[config.mk]
export PLATFORM = sky130hd
export DESIGN_NAME = sici_pcs_rx_gearbox
export DESIGN_NICKNAME = d
export VERILOG_FILES = /design/src/rtl/sici_pcs_rx_gearbox.sv
export SDC_FILE = /design/constraint.sdc
export NUM_CORES = 1
export LEC_CHECK = 0
export BUFFER_PORTS_ARGS = -buffer_cell sky130_fd_sc_hd__buf_2
export CELL_PAD_IN_SITES_DETAIL_PLACEMENT = 1
export CELL_PAD_IN_SITES_GLOBAL_PLACEMENT = 1
export CORE_MARGIN = 2
export CORE_UTILIZATION = 42
export CTS_CLUSTER_DIAMETER = 50
export DETAILED_ROUTE_END_ITERATION = 10
export PLACE_DENSITY = 0.85
export SLEW_MARGIN = 10
export SYNTH_ARGS = -nofsm -noshare
export SYNTH_HDL_FRONTEND = slang
export SYNTH_SLANG_ARGS = --single-unit
export TNS_END_PERCENT = 1
[constraint.sdc]
create_clock -name i_clk -period 4.1 [get_ports i_clk]
set_input_delay 0.205 -clock i_clk [delete_from_list [all_inputs] [get_ports i_clk]]
set_output_delay 0.205 -clock i_clk [all_outputs]
set_load 0.02 [all_outputs]
[src/rtl/sici_pcs_rx_gearbox.sv]
// Rx gearbox: packs IW-bit deserialiser words into FW-bit PCS frames and
// drops one incoming bit per slip request from the frame synchroniser.
//
// state | meaning
// IDLE  | no slip outstanding; a request with an accepted word drops its MSB at once
// PEND  | slip requested with no word present; the next accepted word loses its MSB
module sici_pcs_rx_gearbox #(
    parameter int FW = 40,
    parameter int IW = 8
) (
    input  logic          i_clk,
    input  logic          i_rst_n,
    input  logic          i_ce,
    input  logic [IW-1:0] i_in_dat,
    input  logic          i_in_vld,
    input  logic          i_bit_slp,
    output logic [FW-1:0] o_out_dat,
    output logic          o_out_vld,
    output logic          o_slp_ack
);

    localparam int BW = FW + IW - 1;
    localparam int CW = $clog2(FW + IW);
    localparam int RW = (FW > 1) ? FW - 1 : 1;

    typedef enum logic {S_IDLE = 1'b0, S_PEND = 1'b1} slip_state_t;

    slip_state_t   r_state;
    logic [RW-1:0] r_buf;      // retained bits, right-aligned, oldest at bit r_cnt-1
    logic [CW-1:0] r_cnt;
    logic [FW-1:0] r_out_dat;
    logic          r_out_vld;
    logic          r_slp_ack;

    logic          w_acc;
    logic          w_slip;
    logic [IW-1:0] w_word;
    logic [CW-1:0] w_n;
    logic [CW-1:0] w_total;
    logic          w_emit;
    logic [CW-1:0] w_rem;
    logic [BW-1:0] w_ext;
    logic [FW-1:0] w_frame;
    logic [RW-1:0] w_keep;

    // Append the (possibly MSB-stripped) word behind the buffered bits and split off a frame.
    always_comb begin
        w_acc   = i_ce & i_in_vld;
        w_slip  = w_acc & (((r_state == S_IDLE) & i_bit_slp) | (r_state == S_PEND));
        w_word  = i_in_dat;
        if (w_slip) begin
            w_word[IW-1] = 1'b0;
        end
        w_n     = w_slip ? CW'(IW - 1) : CW'(IW);
        w_ext   = (BW'(r_buf) << w_n) | BW'(w_word);
        w_total = r_cnt + w_n;
        w_emit  = (w_total >= CW'(FW));
        w_rem   = w_emit ? (w_total - CW'(FW)) : w_total;
        w_frame = FW'(w_ext >> w_rem);
        w_keep  = RW'(w_ext & ~({BW{1'b1}} << w_rem));
    end

    // Buffer, frame output, strobes and slip state; everything holds while CE is low.
    always_ff @(posedge i_clk or negedge i_rst_n) begin
        if (!i_rst_n) begin
            r_state   <= S_IDLE;
            r_buf     <= '0;
            r_cnt     <= '0;
            r_out_dat <= '0;
            r_out_vld <= 1'b0;
            r_slp_ack <= 1'b0;
        end else if (i_ce) begin
            r_out_vld <= w_acc & w_emit;
            r_slp_ack <= w_slip;
            if (w_acc) begin
                r_buf <= w_keep;
                r_cnt <= w_rem;
                if (w_emit) begin
                    r_out_dat <= w_frame;
                end
            end
            case (r_state)
                S_IDLE: if (i_bit_slp && !w_acc) r_state <= S_PEND;
                S_PEND: if (w_acc) r_state <= S_IDLE;
                default: r_state <= S_IDLE;
            endcase
        end
    end

    assign o_out_dat = r_out_dat;
    assign o_out_vld = r_out_vld;
    assign o_slp_ack = r_slp_ack;

endmodule

==> out/results.tsv, run 1 <==
metric	value	unit
status	complete, no violations	
CTS buffer count	9	
Overall Global Routing Usage	29.4	%
Synth top cells by count	125 x mux2i_1, 96 x nand2_1, 88 x dfrtp_1	
Most Crowded Layer GR	met2	
CP max-delay cell	a222oi_1	
core area	15900	µm²
Fmax	253	MHz
M2 GR Usage	47.9	%
Die Wd	132	µm
Max-slew headroom	45.3	%
via count of the routed design	6901	
Synth Register Bits	88	
GRT overflow	0	
Final Max Tran Viols	0	
TritonCTS clock tree	yes	
antenna viol nets, final	0	
WHS	116	ps
Die Ht	132	µm
Site Rows	46	
mux cell area share after synthesis	23.8	%
max_cap viols	0	
worst reg2reg path startpoint	r_state$_DFFE_PN0P_	
via-per-instance ratio	6.64	
Mapped Area	6860	µm²
initial core utilization	43.0	%
Fillers	1867	
CP delay by family, top	simple AND/OR/NAND/NOR gates	
P&R area growth vs syn	13.5	%
count leader, synth	mux2i_1	
Hold Vio Cnt, Final	0	
post-synth top area share	32.1	%
worst setup path class	reg -> reg	
Post-synth EDFFs	0	
Post-Syn Nets	800	
leakage power	3.62	nW
setup ws final	140	ps
sequential share of the synthesized area	32.1	%
worst-path fanout max	28	
Hold WC Path Type	in -> reg	
number of I/O pins	55	
crit path buf inv count	2	
Syn. warnings	0	
Synth async-reset ratio	100	%
main combinational cell family by area after synthesis	compound AO/OA/AOI/OAI gates	
area leader, netlist	dfrtp_1	
M1 GR Usage	38.6	%
number of antenna violations at the first check in global routing	0	
Crit. End Element	flop	
Adder-Cell Fraction of Synth Area	0.729	%
wire length per cell	24.9	µm
HP Start	i_in_vld	
Longest Clk Path Bufs	2	
gpl congestion	0.928	
Antenna Diode Count	0	
vias in the first global route	6961	
DRT iter0 DRCs	777	
Port Buffers	54	
Worst EP required	4370	ps
# nets final	836	
crit path DAT	4230	ps
Util after Layout	48.9	%
Avg Inst Size Synth	8.76	µm²
Clock Skew	11.3	ps
drt first pass iters	5	
TNS Setup	0	ps
main flop type after synthesis	dfrtp_1	
DIE AREA	17400	µm²
GR Util met3	6.04	%
Post-Synth Simple-Gate Area	13.4	%
pwr dens	995	nW/µm²
clock root buffer	clkbuf_16	
H-Tree Depth	3	
Place WS	39.8	ps
Clock Pin Slew Worst Setup and Hold Paths	70	ps
worst slew pin tran	820	ps
Sink Count	88	
complex-gate fraction of the synthesized area	24.6	%
Cell Chain, Critical Path	o211ai_4, inv_2, ha_4, o21ai_0, and3_1, or4_1, a222oi_1, or2_1, buf_12, mux2_2, nand2b_1, a31oi_1	
Worst path max stage delay	620	ps
pin count of the biggest net entering global routing	86	
fin crit share	96.6	%
top cells by area, synth	dfrtp_1 32%, mux2i_1 18%, nand2_1 5.3%	
clk_lat worst skew	370	ps
Final setup viols	0	
Post-Synthesis Cells	783	
Worst setup SP type	flop	
DRC viols	0	
fin crit period	3960	ps
Synth cell types	59	
XOR/XNOR Fraction of Synth Area	0.383	%
layout cells sized above 1	17.8	%
Worst setup startpoint	r_state$_DFFE_PN0P_	
Final HPWL DP	18.2	mm
final wirelength	25.9	mm
first-pass GRT wire length	40.4	mm
VDD IR max	459	µV
## layer usage
layer,up-vias,part of all wire [%]
met2,336,48
met3,87,7.6
met5,-,0
li1,3024,-
met1,3454,41
met4,0,3.5
## flip-flops by register name (all words and copies together) (netlist names)
register	count
r_buf	39
r_state	1
r_cnt	6
o_slp_ack	1
o_out_dat	40
o_out_vld	1
## layout make-up
class,instances,area (µm²),area share [%]
Timing Repair Buffer,90,574,7.37
Multi-Input combinational cell,615,4380,56.3
Inverter,15,56.3,0.723
Tap cell,216,270,3.47
Clock inverter,5,62.6,0.803
Clock buffer,11,243,3.11
Sequential cell,88,2200,28.3
## through the flow
step           total power [mW]  cell area [µm²]  instances
2_1_floorplan              4.81             6870        783
3_3_place_gp               6.31             7410       1020
3_5_place_dp               6.49             7410       1020
4_1_cts                    7.45             7730       1037
5_1_grt                    8.09             7790       1040
6_report                   7.76             7790       1040
## final timing paths
kind / endpoint / slack [ps] / depth (start not counted)
setup / recovery: o_out_dat[5]$_DFFE_PN0P_ / 140 / 12
hold / removal: r_state$_DFFE_PN0P_ / 120 / 2
setup reg to reg: o_out_dat[5]$_DFFE_PN0P_ / 140 / 12
hold reg to reg: o_out_dat[18]$_DFFE_PN0P_ / 480 / 2
max in group asynchronous: o_out_dat[39]$_DFFE_PN0P_ / 2740 / 3
min in group asynchronous: o_out_dat[2]$_DFFE_PN0P_ / 420 / 2
## power by group
group / switching, mW / internal (mW) / total (mW)
Combinational: 3.54 / 1.92 / 5.45
Sequential: 0.249 / 1.16 / 1.41
Clock: 0.400 / 0.495 / 0.894
## cell families after synthesis
kind of cell / count (synthesis)
compound gates: 244
xor+xnor: 3
fa+ha+maj: 4
buf+inv: 80
flops: 88
mux: 149
simple gates: 215
## timing repair
item,CTS,global route
pin swaps,0,4
setup endpoints to repair,4,34
gates resized for setup,1,9
buffers inserted,0,3
hold buffers,1,0
endpoints found under the hold margin,52,0
cloned,0,0
## worst register-to-register path, delay by kind of cell (launching register included)
family	cells	cell delay (ps)
AOI/OAI and AO/OA	4	1180
adders and majority gates	1	320
buffers and inverters	2	340
DFF	1	430
muxes	1	390
and+or+nand+nor	4	1210
## cell usage in the layout, fill, tap and decap left out, drive strengths merged, types with 14 or more instances in the layout
cell type  instances
o21ai             72
a22o              16
nor2              67
buf               89
inv               17
o31ai             18
nand2             97
mux2              14
mux2i            125
dfrtp             88
a21oi             34
o221ai            18
or3               18
No activity file was read; power rests on OpenSTA's default activity.
==> run 2: changes to the inputs <==
clock period = 3.23 ns   (was 4.1 ns; I/O delays follow)
==> out/results.tsv, run 2 (synthesis results as in run 1) <==
metric	value	unit	change
wire length per cell	32.9	µm	was 24.9 µm
CP delay by family, top	compound AO/OA/AOI/OAI gates		was simple AND/OR/NAND/NOR gates
pin count of the biggest net entering global routing	66		was 86
Sequential Area	2200	µm²	unchanged
status	complete, but fails checks		was complete, no violations
DIE AREA	17400	µm²	unchanged
Die Ht	132	µm	unchanged
commonest cells after routing, fill and taps aside	135 x buf_4, 102 x mux2i_1, 88 x nand2_1, 88 x dfrtp_1, 62 x nor2_1		was 125 x mux2i_1, 94 x nand2_1, 88 x dfrtp_1, 68 x o21ai_0, 66 x nor2_1
hold path depth	3		was 2
Worst setup startpoint	r_state$_DFFE_PN0P_		unchanged
Sink Count	88		unchanged
worst slew pin tran	1180	ps	was 820 ps
area of the multi-input gates	4890	µm²	was 4380 µm²
reg-to-reg slack, setup	-700	ps	was 140 ps
Cell Chain, Critical Path	o211ai_4, inv_2, ha_2, o2111ai_1, buf_12, nor3_1, nor2_1, a22oi_2, mux2i_2, buf_4, a22oi_1, o21ai_0		was o211ai_4, inv_2, ha_4, o21ai_0, and3_1, or4_1, a222oi_1, or2_1, buf_12, mux2_2, nand2b_1, a31oi_1
number of antenna violations at the first check in global routing	2		was 0
gpl congestion	0.938		was 0.928
CTS buffer count	9		unchanged
Longest Clk Path Bufs	2		unchanged
Hold Vio Cnt, Final	0		unchanged
max_cap viols	0		unchanged
Site Rows	46		unchanged
CP max-delay cell	nor3_1		was a222oi_1
setup ws final	-700	ps	was 140 ps
Die Wd	132	µm	unchanged
first-pass GRT wire length	50.1	mm	was 40.4 mm
core area	15900	µm²	unchanged
initial core utilization	43.0	%	unchanged
Largest register FFs	40		unchanged
DRC viols	0		unchanged
worst-path fanout max	20		was 28
Port Buffers	54		unchanged
Final Max Tran Viols	0		unchanged
antenna viol nets, final	0		unchanged
fin crit share	122	%	was 96.6%
vias in the first global route	8417		was 6,961
layout cells sized above 1	37.2	%	was 17.8%
number of I/O pins	55		unchanged
Fillers	1785		was 1,867
via-per-instance ratio	7.50		was 6.64
R2R Path End	o_out_dat[24]$_DFFE_PN0P_		was o_out_dat[5]$_DFFE_PN0P_
# nets final	963		was 836
GRT overflow	0		unchanged
drt first pass iters	7		was 5
fin crit period	3930	ps	was 3960 ps
placed instance count	1133		was 1,020
Util after Layout	59.4	%	was 48.9%
crit path buf inv count	3		was 2
most common cell after layout, fill and taps aside	buf_4		was mux2i_1
Worst Hold Path EP	r_buf[0]$_DFFE_PN0P_		was r_state$_DFFE_PN0P_
Clock Skew	12.9	ps	was 11.3 ps
Final HPWL DP	21.4	mm	was 18.2 mm
clk_lat worst skew	380	ps	was 370 ps
H-Tree Depth	3		unchanged
Fmax	254	MHz	was 253 MHz
failing checks	negative setup slack		
setup repair after global routing missed its margin	true		
fin cells	1168		was 1,040
P&R area growth vs syn	38.0	%	was 13.5%
Hold WC Path Type	in -> reg		unchanged
Max-slew headroom	20.9	%	was 45.3%
clock root buffer	clkbuf_16		unchanged
HP Start	i_in_dat[0]		was i_in_vld
Worst path max stage delay	900	ps	was 620 ps
crit path DAT	4150	ps	was 4230 ps
Worst setup SP type	flop		unchanged
Worst EP required	3450	ps	was 4370 ps
Crit. End Element	flop		unchanged
worst reg2reg path startpoint	r_state$_DFFE_PN0P_		unchanged
via count of the routed design	8765		was 6,901
Clock Pin Slew Worst Setup and Hold Paths	80	ps	was 70 ps
Overall Global Routing Usage	37.2	%	was 29.4%
Final setup viols	48		was 0
Reg2Reg Depth	12		unchanged
DRT iter0 DRCs	1286		was 777
TritonCTS clock tree	yes		unchanged
final wirelength	38.4	mm	was 25.9 mm
worst setup path class	reg -> reg		unchanged
==> run 2: cell types whose count changed in the layout (fill, tap and decap cells not counted), moves of 9 or more <==
cell     previous run  this run
buf_6               1        10
o21ai_0            68        38
o21ai_1             4        26
buf_4              33       135
mux2i_2             0        16
mux2i_1           125       102
buf_12              2        15
==> run 2: tightest hold or removal path, cell delays in order <==
cell and delay [ps]:
buf_2 100, o21ai_1 80, o21ai_1 70
==> run 2: worst max-delay path by stage <==
stage / cells past startpoint / slack (ps) / end
after CTS: 16 / -100 / o_out_dat[2]$_DFFE_PN0P_
after global routing: 12 / -820 / o_out_dat[24]$_DFFE_PN0P_
after global placement: 16 / -90 / o_out_dat[9]$_DFFE_PN0P_
after floorplan: 16 / -290 / o_out_dat[10]$_DFFE_PN0P_
final: 12 / -700 / o_out_dat[24]$_DFFE_PN0P_
after detailed placement: 16 / -260 / o_out_dat[9]$_DFFE_PN0P_
==> run 2: final cells by class <==
type	count	share of cell area, %
Multi-Input combinational cell	615	51.6
Sequential cell	88	23.3
Timing Repair Buffer	217	18.7
Tap cell	216	2.85
Clock buffer	10	2.42
Inverter	15	0.621
Clock inverter	6	0.463
Antenna cell	1	0.0264
==> run 2: stage by stage <==
step | TNS (ps) | instance area, µm² | setup WS (ps) | hold slack, ps
3_3_place_gp | -1390 | 8450 | -93.1 | 335
3_5_place_dp | -7120 | 8450 | -259 | 340
6_report | -11160 | 9470 | -700 | 80.6
5_1_grt | -16150 | 9470 | -815 | 76.4
2_1_floorplan | -13100 | 7020 | -289 | -134
4_1_cts | -1600 | 9090 | -98.7 | 99.5
==> run 2: metal layers <==
metal | vias to the layer above | wire [µm] | global-route usage, %
met5 | - | 12 | 0
met4 | 2 | 4090 | 23.9
met3 | 399 | 4810 | 8.96
met2 | 915 | 16500 | 60.8
met1 | 4167 | 13000 | 43.9
li1 | 3282 | - | -
==> run 2: timing repair <==
item,4_1_cts,5_1_grt
setup buffers,11,4
setup endpoints to repair,62,77
hold buffers,1,0
cloned,2,0
endpoints found under the hold margin,63,0
resized for setup,45,98
pin swaps,20,27
Power of run 2 is not shown: default switching activity piles up to over one toggle a cycle in this logic, so the estimate is an artifact.
